<file path="config.mk">
export PLATFORM = sky130hd
export DESIGN_NAME = sram_port_arb
export DESIGN_NICKNAME = d
export VERILOG_FILES = /design/src/rtl/sram_arb_pkg.sv /design/src/rtl/sram_port_arb.sv
export SDC_FILE = /design/constraint.sdc
export NUM_CORES = 1
export LEC_CHECK = 0
export BUFFER_PORTS_ARGS = -buffer_cell sky130_fd_sc_hd__buf_2
export CAP_MARGIN = 15
export CORE_AREA = 2 2 133 135
export CTS_BUF_LIST = sky130_fd_sc_hd__clkbuf_16
export CTS_CLUSTER_SIZE = 8
export DETAILED_ROUTE_END_ITERATION = 10
export DIE_AREA = 0 0 135 137
export MAX_ROUTING_LAYER = met4
export SYNTH_ARGS = -nofsm -noshare
export SYNTH_HDL_FRONTEND = slang
export SYNTH_SLANG_ARGS = --single-unit
</file>
<file path="constraint.sdc">
create_clock -name clk -period 3.3 [get_ports clk]
set_clock_uncertainty 0.15 [all_clocks]
set_input_delay 0.66 -clock clk [delete_from_list [all_inputs] [get_ports clk]]
set_output_delay 0.66 -clock clk [all_outputs]
set_load 0.03 [all_outputs]
</file>
<file path="src/rtl/sram_arb_pkg.sv">
// Shared types and constants for the two-master SRAM port arbiter.
// Latency: n/a (types only).
// Backpressure: n/a (types only).
package sram_arb_pkg;

   // Arbiter mode: open arbitration, or m1 holding the port for a burst
   typedef enum logic {
      ARB  = 1'b0,
      LOCK = 1'b1
   } arb_state_e;

   // Identifies which requester owns a grant or a read response
   typedef enum logic {
      MST_M0 = 1'b0,
      MST_M1 = 1'b1
   } mst_id_e;

   // Address bit that selects the MMIO status region instead of SRAM
   localparam int MMIO_ADDR_BIT = 31;

   function automatic logic is_mmio(input logic [31:0] addr);
      return addr[MMIO_ADDR_BIT];
   endfunction

endpackage

</file>
<file path="src/rtl/sram_port_arb.sv">
// Two-master (CPU m0, DMA m1) arbiter onto a single-port SRAM with an MMIO status window.
// Latency: grant is combinational in the request cycle; read data returns 1 cycle after grant.
// Backpressure: a master whose gnt is low holds its request; m1_lock stalls m0 for a whole burst.
// Build option: define SRAM_PORT_ARB_RR_EN for round-robin conflicts instead of
// fixed m0 priority with an m1 starvation counter.
module sram_port_arb
   import sram_arb_pkg::*;
#(
   parameter int STARVE_MAX = 4
) (
   input  logic        clk,
   input  logic        rst,
   input  logic        m0_req,
   input  logic        m0_we,
   input  logic [3:0]  m0_ben,
   input  logic [31:0] m0_addr,
   input  logic [31:0] m0_wdata,
   output logic        m0_gnt,
   output logic        m0_rvalid,
   output logic [31:0] m0_rdata,
   input  logic        m1_req,
   input  logic        m1_we,
   input  logic [3:0]  m1_ben,
   input  logic [31:0] m1_addr,
   input  logic [31:0] m1_wdata,
   input  logic        m1_lock,
   output logic        m1_gnt,
   output logic        m1_rvalid,
   output logic [31:0] m1_rdata,
   output logic        sram_cen,
   output logic        sram_wen,
   output logic [3:0]  sram_ben,
   output logic [31:0] sram_addr,
   output logic [31:0] sram_din,
   input  logic [31:0] sram_dout,
   input  logic [31:0] mmio_rdata,
   output logic        mmio_sel
);

   arb_state_e  state_q, state_d;
   logic        gnt0, gnt1, gnt_any;
   logic        sel_we, sel_mmio;
   logic [3:0]  sel_ben;
   logic [31:0] sel_addr, sel_wdata;
   logic        rsp_vld_q, rsp_mmio_q;
   mst_id_e     rsp_owner_q;
   logic [31:0] rsp_mmio_dat_q;
   logic [31:0] rsp_rdata;

`ifdef SRAM_PORT_ARB_RR_EN
   mst_id_e     last_q, last_d;
`else
   localparam logic [3:0] STARVE_LIM = 4'(STARVE_MAX);
   logic [3:0]  starve_cnt_q, starve_cnt_d;
`endif

   // Grant decision and next arbiter state; reset forces every grant low
   always_comb begin
      gnt0    = 1'b0;
      gnt1    = 1'b0;
      state_d = state_q;
`ifdef SRAM_PORT_ARB_RR_EN
      last_d  = last_q;
`else
      starve_cnt_d = starve_cnt_q;
`endif
      if (!rst) begin
         case (state_q)
            ARB: begin
               if (m0_req && m1_req) begin
`ifdef SRAM_PORT_ARB_RR_EN
                  // Whoever won last time yields this conflict
                  if (last_q == MST_M0) gnt1 = 1'b1;
                  else                  gnt0 = 1'b1;
`else
                  // m0 wins unless m1 has already lost STARVE_MAX conflicts
                  if (starve_cnt_q == STARVE_LIM) begin
                     gnt1 = 1'b1;
                  end else begin
                     gnt0 = 1'b1;
                     if (starve_cnt_q != 4'hF) starve_cnt_d = starve_cnt_q + 4'd1;
                  end
`endif
               end else begin
                  gnt0 = m0_req;
                  gnt1 = m1_req;
               end
`ifndef SRAM_PORT_ARB_RR_EN
               if (gnt1) starve_cnt_d = '0;
`endif
               if (gnt1 && m1_lock) state_d = LOCK;
            end
            LOCK: begin
               // m0 is stalled and the starvation count is frozen during a burst
               gnt1 = m1_req;
               if (!m1_req || !m1_lock) state_d = ARB;
            end
         endcase
`ifdef SRAM_PORT_ARB_RR_EN
         if (gnt0)      last_d = MST_M0;
         else if (gnt1) last_d = MST_M1;
`endif
      end
   end

   // Arbiter state registers
   always_ff @(posedge clk) begin
      if (rst) begin
         state_q <= ARB;
`ifdef SRAM_PORT_ARB_RR_EN
         last_q  <= MST_M1;
`else
         starve_cnt_q <= '0;
`endif
      end else begin
         state_q <= state_d;
`ifdef SRAM_PORT_ARB_RR_EN
         last_q  <= last_d;
`else
         starve_cnt_q <= starve_cnt_d;
`endif
      end
   end

   assign gnt_any   = gnt0 | gnt1;
   assign sel_we    = gnt1 ? m1_we    : m0_we;
   assign sel_ben   = gnt1 ? m1_ben   : m0_ben;
   assign sel_addr  = gnt1 ? m1_addr  : m0_addr;
   assign sel_wdata = gnt1 ? m1_wdata : m0_wdata;
   assign sel_mmio  = gnt_any & is_mmio(sel_addr);

   assign m0_gnt    = gnt0;
   assign m1_gnt    = gnt1;
   assign sram_cen  = gnt_any;
   // MMIO is read-only from this port: writes there never reach the SRAM
   assign sram_wen  = gnt_any & sel_we & ~sel_mmio;
   assign sram_ben  = gnt_any ? sel_ben   : '0;
   assign sram_addr = gnt_any ? sel_addr  : '0;
   assign sram_din  = gnt_any ? sel_wdata : '0;
   assign mmio_sel  = sel_mmio;

   // Read response tracking: owner, source and MMIO word captured at grant
   always_ff @(posedge clk) begin
      if (rst) begin
         rsp_vld_q      <= 1'b0;
         rsp_mmio_q     <= 1'b0;
         rsp_owner_q    <= MST_M0;
         rsp_mmio_dat_q <= '0;
      end else begin
         rsp_vld_q      <= gnt_any & ~sel_we;
         rsp_mmio_q     <= sel_mmio;
         rsp_owner_q    <= gnt1 ? MST_M1 : MST_M0;
         rsp_mmio_dat_q <= sel_mmio ? mmio_rdata : '0;
      end
   end

   // A response pending when reset arrives is dropped, not presented
   assign rsp_rdata = rsp_mmio_q ? rsp_mmio_dat_q : sram_dout;
   assign m0_rvalid = ~rst & rsp_vld_q & (rsp_owner_q == MST_M0);
   assign m1_rvalid = ~rst & rsp_vld_q & (rsp_owner_q == MST_M1);
   assign m0_rdata  = m0_rvalid ? rsp_rdata : '0;
   assign m1_rdata  = m1_rvalid ? rsp_rdata : '0;

endmodule

</file>
# Yosys cells after proc, flatten, opt, wreduce, memory -nomap -nowiden
# Index checks and enable logic that the tools add are counted.
word_totals:
  ff_bits: 40
  out_inout_bits: 139
  elab_cells: 60
op_classes:
  bitwise: 13
  add_sub_neg: 1
  n_eq_ne: 3
  n_reduce_logical: 9
  n_mux: 28
ops:
  columns: ["cell", "n"]
  rows:
  - ["2-to-1 mux 32 bit", 7]
  - ["2-to-1 mux 4 bit", 6]
  - ["2-to-1 mux 1 bit", 13]
  - ["AND 1 bit", 7]
  - ["inverter 1 bit", 5]
  - ["adder 4 x 1 -> 4 bit, second input constant", 1]
  - ["== test 4 x 3 -> 1 bit, second input constant", 1]
  - ["inequality test 4 bit, second input constant", 1]
  - ["case mux 1 bit (2 select lines)", 2]
  - ["AND reduction 4 bit", 1]
  - ["nonzero test 2 bit", 2]
  - ["logical AND 1 bit", 2]
  - ["zero test 1 bit", 2]
  - ["inequality test 2 x 1 -> 1 bit, second input constant", 1]
  - ["OR reduction 2 bit", 1]
  - ["logical OR 1 bit", 1]
  - ["OR 1 bit", 1]

# Depth between registers and ports, before layout
logic_depth:
  ltp_word: 11
  depth_mapped: 8

# Worst setup path before layout
# Ideal clock, no wire load.
synth_path:
  path_kind: "input to output"
  start: "input rst"
  end: "output sram_addr[31]"
  t_arrival_ns: 2.096
  path_buffers: 4
  cell_stages: 6
  setup_slack_ns: 0.394
  cell_sequence: "clkbuf_1 or4b_4 buf_6 buf_6 nand2_1 buf_4"
synth_via:
  elab_chain_cells: 3
synth_rtl:
  columns: ["element", "line_no", "rtl"]
  rows:
  - ["start, declared", "sram_port_arb.sv:12", "input logic rst,"]
  - ["2-to-1 mux 1 bit", "sram_port_arb.sv:67", "if (!rst) begin"]
  - ["2-to-1 mux 32 bit / OR 1 bit (equally long branches)", "sram_port_arb.sv:128, sram_port_arb.sv:125", null]
  - ["2-to-1 mux 32 bit *", "sram_port_arb.sv:138", "assign sram_addr = gnt_any ? sel_addr : '0;"]
  - ["end, declared", "sram_port_arb.sv:33", "output logic [31:0] sram_addr,"]
# Every way passes the cells marked *; elsewhere a longest branch is shown, timed or not.

# Final worst setup path
layout_path:
  start: "register starve_cnt_q[0]"
  end: "output sram_din[1]"
layout_via:
  elab_chain_cells: 9
layout_rtl:
  columns: ["element", "line_no", "rtl"]
  rows:
  - ["start, declared", "sram_port_arb.sv:54", "logic [3:0] starve_cnt_q, starve_cnt_d;"]
  - ["start signal, assigned", "sram_port_arb.sv:120", "starve_cnt_q <= starve_cnt_d;"]
  - ["== test 4 x 3 -> 1 bit *", "sram_port_arb.sv:77", "if (starve_cnt_q == STARVE_LIM) begin"]
  - ["2-to-1 mux 1 bit", "sram_port_arb.sv:77", null]
  - ["2-to-1 mux 1 bit", "sram_port_arb.sv:70", "if (m0_req && m1_req) begin"]
  - ["2-to-1 mux 1 bit", "sram_port_arb.sv:68", "case (state_q)"]
  - ["2-to-1 mux 1 bit", "sram_port_arb.sv:67", null]
  - ["case mux 1 bit (2 select lines)", "sram_port_arb.sv:68", null]
  - ["2-to-1 mux 1 bit", "sram_port_arb.sv:67", null]
  - ["2-to-1 mux 32 bit / OR 1 bit (equally long branches)", "sram_port_arb.sv:129, sram_port_arb.sv:125", null]
  - ["2-to-1 mux 32 bit *", "sram_port_arb.sv:139", "assign sram_din = gnt_any ? sel_wdata : '0;"]
  - ["end, declared", "sram_port_arb.sv:34", "output logic [31:0] sram_din,"]
# Every way passes the cells marked *; elsewhere a longest branch is shown, timed or not. The select of a mux whose other input is x is not followed.

==> metrics.txt <==
chip width=about 140 um; DRT iter0 DRCs=between 100 and 150; CTS tree=done; CP max stage cell=dfxtp_1; Root Buffer=clkbuf_16; largest net degree at the start of global routing=72; hold buffers post-CTS=0; routability cong.=roughly 0.89; latest clock arrival within the worst-skew pair=around 280 ps; sequential area share after synthesis=29.4%; final setup fails=0; fmax=between 300 and 400 MHz; area grow syn2layout=79.0%; Worst Setup Path Type=reg2out; initial antenna violation count=2; element type at the critical path end=primary output; die height=137 um; clock tree sinks=40; vias per inst=4.28; Pleak=about 2.7 nW; vias in the first global route=roughly 3300; # fillers=about 1900; max_slew headroom=a little under three quarters; M3 GR Usage=under 10%; Max Root-Sink Buffers=2; mapped cell area=2720 um^2; Hold WC Path Type=reg2reg; Worst path max stage delay=just under 400 ps; syn nets=527; core area=~17000 um^2; worst slew pin tran=434 ps; Global Route Usage Sum=between 10% and 20%; power per cell area=approximately 330 nW/um^2; multi-input logic area=1760 um^2; synth warn=0; via count=roughly 3700; Netlist cell types=38; final WL=about 14000 um; Final period util=91.6%; VDD IR max=about 0.19 mV; Worst Path Required=between 2000 and 2500 ps; DP Worst Slack=451 ps; CP Max Fanout=70; MaxCap Viol Count=0; post-CTS setup buffer count=0; TritonCTS Buffers=5; cells after synthesis=around 320; met1 Track Usage GR=between 15 and 20%; minimum clock period=about 3000 ps; status=complete, no violations; share of layout cells above drive strength 1=just under 60%; M2 GR Usage=24.4%; global routing's busiest layer=met2; post-route ant nets=0; wire per inst=around 16 um; htree depth=2; # rows=48; critical path arrival=between 2000 and 2500 ps; Ports=between 300 and 400; Residual DRC=0; Starting Density=between 15 and 20%; Final Max Tran Viols=0; Register Area=roughly 800 um^2; global route overflow=0; cell taking the most area after synthesis=dfxtp_1; Final #Nets=853; FF+latch count, synth=40; post_cts resized=0; DP HPWL=approximately 12000 um; largest cells by area after synthesis=dfxtp_1 (29%), a22o_1 (22%), mux2i_1 (12%), nor2_1 (9.0%), a21boi_1 (5.0%); die area=between 15000 and 20000 um^2; post-synth top area share=29.4%; Startpoint Class=register; input/output buffers=345; RSZ-0062 raised after global routing=false; syn_area_per_cell=between 8 and 9 um^2; Clk pin slew, worst setup/hold paths=60 ps; Setup TNS=0 ps; critical path, cell by cell=inv_1 > ha_1 > and4b_4 > nor3_4 > buf_12 > a22o_1 > buf_2; TritonRoute pass-1 iters=5; fin worst setup slack=roughly 280 ps; Fin. Hold Viols=0; first-pass GRT wire length=approximately 19000 um
-- cell usage after synthesis (all sizes together) --
master   count
mux2i       32
nand3b       2
o2111ai      1
or4          1
o211ai       1
a2111oi      1
a22o        68
or2          1
nor4         1
a21boi      33
and3b        1
o41ai        1
dfxtp       40
nand3        1
o211a        1
nand2b       3
buf         10
or4b         1
o32ai        1
a211oi       2
and2         1
nor3         2
a21oi        4
and4b        1
nand4        3
and4         1
ha           2
o21ai        1
nor2b        2
inv          8
clkbuf      23
nand2        3
nor2        65
-- path summary, 6_finish.rpt --
kind                                      start  slack, ps  cells past startpoint                  to
worst max-delay path            starve_cnt_q[0]        280                      7         sram_din[1]
worst min-delay path            starve_cnt_q[1]        380                      2     starve_cnt_q[1]
worst max register to register  starve_cnt_q[0]        960                      6  rsp_mmio_dat_q[17]
worst min register to register  starve_cnt_q[1]        380                      2     starve_cnt_q[1]
-- cell usage in the layout, fill, tap and decap left out, types with 2 or more instances in the layout --
| cell type | instances |
|---|---|
| nand2_1 | 3 |
| nand4_1 | 3 |
| nand3b_1 | 2 |
| a211oi_1 | 2 |
| buf_2 | 345 |
| a21boi_2 | 9 |
| mux2i_1 | 32 |
| nor2_1 | 65 |
| clkinv_1 | 2 |
| a21boi_1 | 18 |
| dfxtp_1 | 39 |
| a22o_1 | 68 |
| inv_1 | 8 |
| a21oi_1 | 3 |
| buf_4 | 3 |
| a21boi_0 | 6 |
| buf_12 | 4 |
| clkbuf_16 | 5 |
| nor2b_1 | 2 |
| nand2b_1 | 3 |
| ha_1 | 2 |
| diode_2 | 2 |
-- flip-flops by register name, summed over array words and instances, names as in the netlist --
signal          cells
rsp_owner_q         1
starve_cnt_q        4
rsp_mmio_q          1
rsp_mmio_dat_q     32
state_q             1
rsp_vld_q           1
-- through the flow --
| stage | util [%] | hold slack, ps | instances | total power [mW] | cell area [um^2] |
|---|---|---|---|---|---|
| final | 28.6 | 378 | 872 | 1.60 | 4870 |
| after global routing | 28.6 | 416 | 872 | 1.68 | 4870 |
| after CTS | 28.5 | 380 | 870 | 1.63 | 4870 |
| after detailed placement | 27.6 | 370 | 862 | 1.08 | 4700 |
| after global placement | 27.6 | 370 | 862 | 1.08 | 4700 |
| after floorplan | - | 340 | 318 | 0.833 | 2720 |
-- cell families (layout without fill, tap and decap cells) --
| family | Yosys count | after routing | share of synthesized area, % |
|---|---|---|---|
| flops | 40 | 40 | 29.4 |
| other cells | 0 | 2 | 0 |
| mux | 32 | 32 | 11.8 |
| compound gates | 114 | 114 | 35.6 |
| simple gates | 89 | 89 | 15.1 |
| buf+inv | 41 | 368 | 7.13 |
| fa+ha+maj | 2 | 2 | 0.919 |
-- final cells by class --
type / instances / share of cell area (%)
sequential: 40 / 16.5
clock buffer: 5 / 2.57
antenna: 2 / 0.103
tap: 225 / 5.78
clock inverter: 3 / 0.770
multi-input combinational: 237 / 36.2
inverter: 8 / 0.616
timing repair buffer: 352 / 37.5
-- worst max-delay path: cells and delay by family (launching register included) --
kind / cells / cell delay, ps
buffers and inverters: 3 / 580
flip-flops: 1 / 390
AO/OA/AOI/OAI: 1 / 260
AND/OR/NAND/NOR: 2 / 410
adder cells (fa/ha/maj): 1 / 230
-- report_power, final --
group          leakage [nW]  internal, mW  switching [mW]
combinational          2.27         0.224           0.325
sequential            0.327         0.504          0.0125
clock                0.0789         0.351           0.185
-- metal layers --
layer / part of all wire (%) / vias to the layer above / wire length, um
li1: - / 1827 / -
met1: 40 / 1661 / 5540
met2: 51 / 235 / 7040
met3: 8.3 / 8 / 1160
met4: 0.75 / 0 / 104
met5: 0 / - / 0
(Power assumes the default switching activity.)
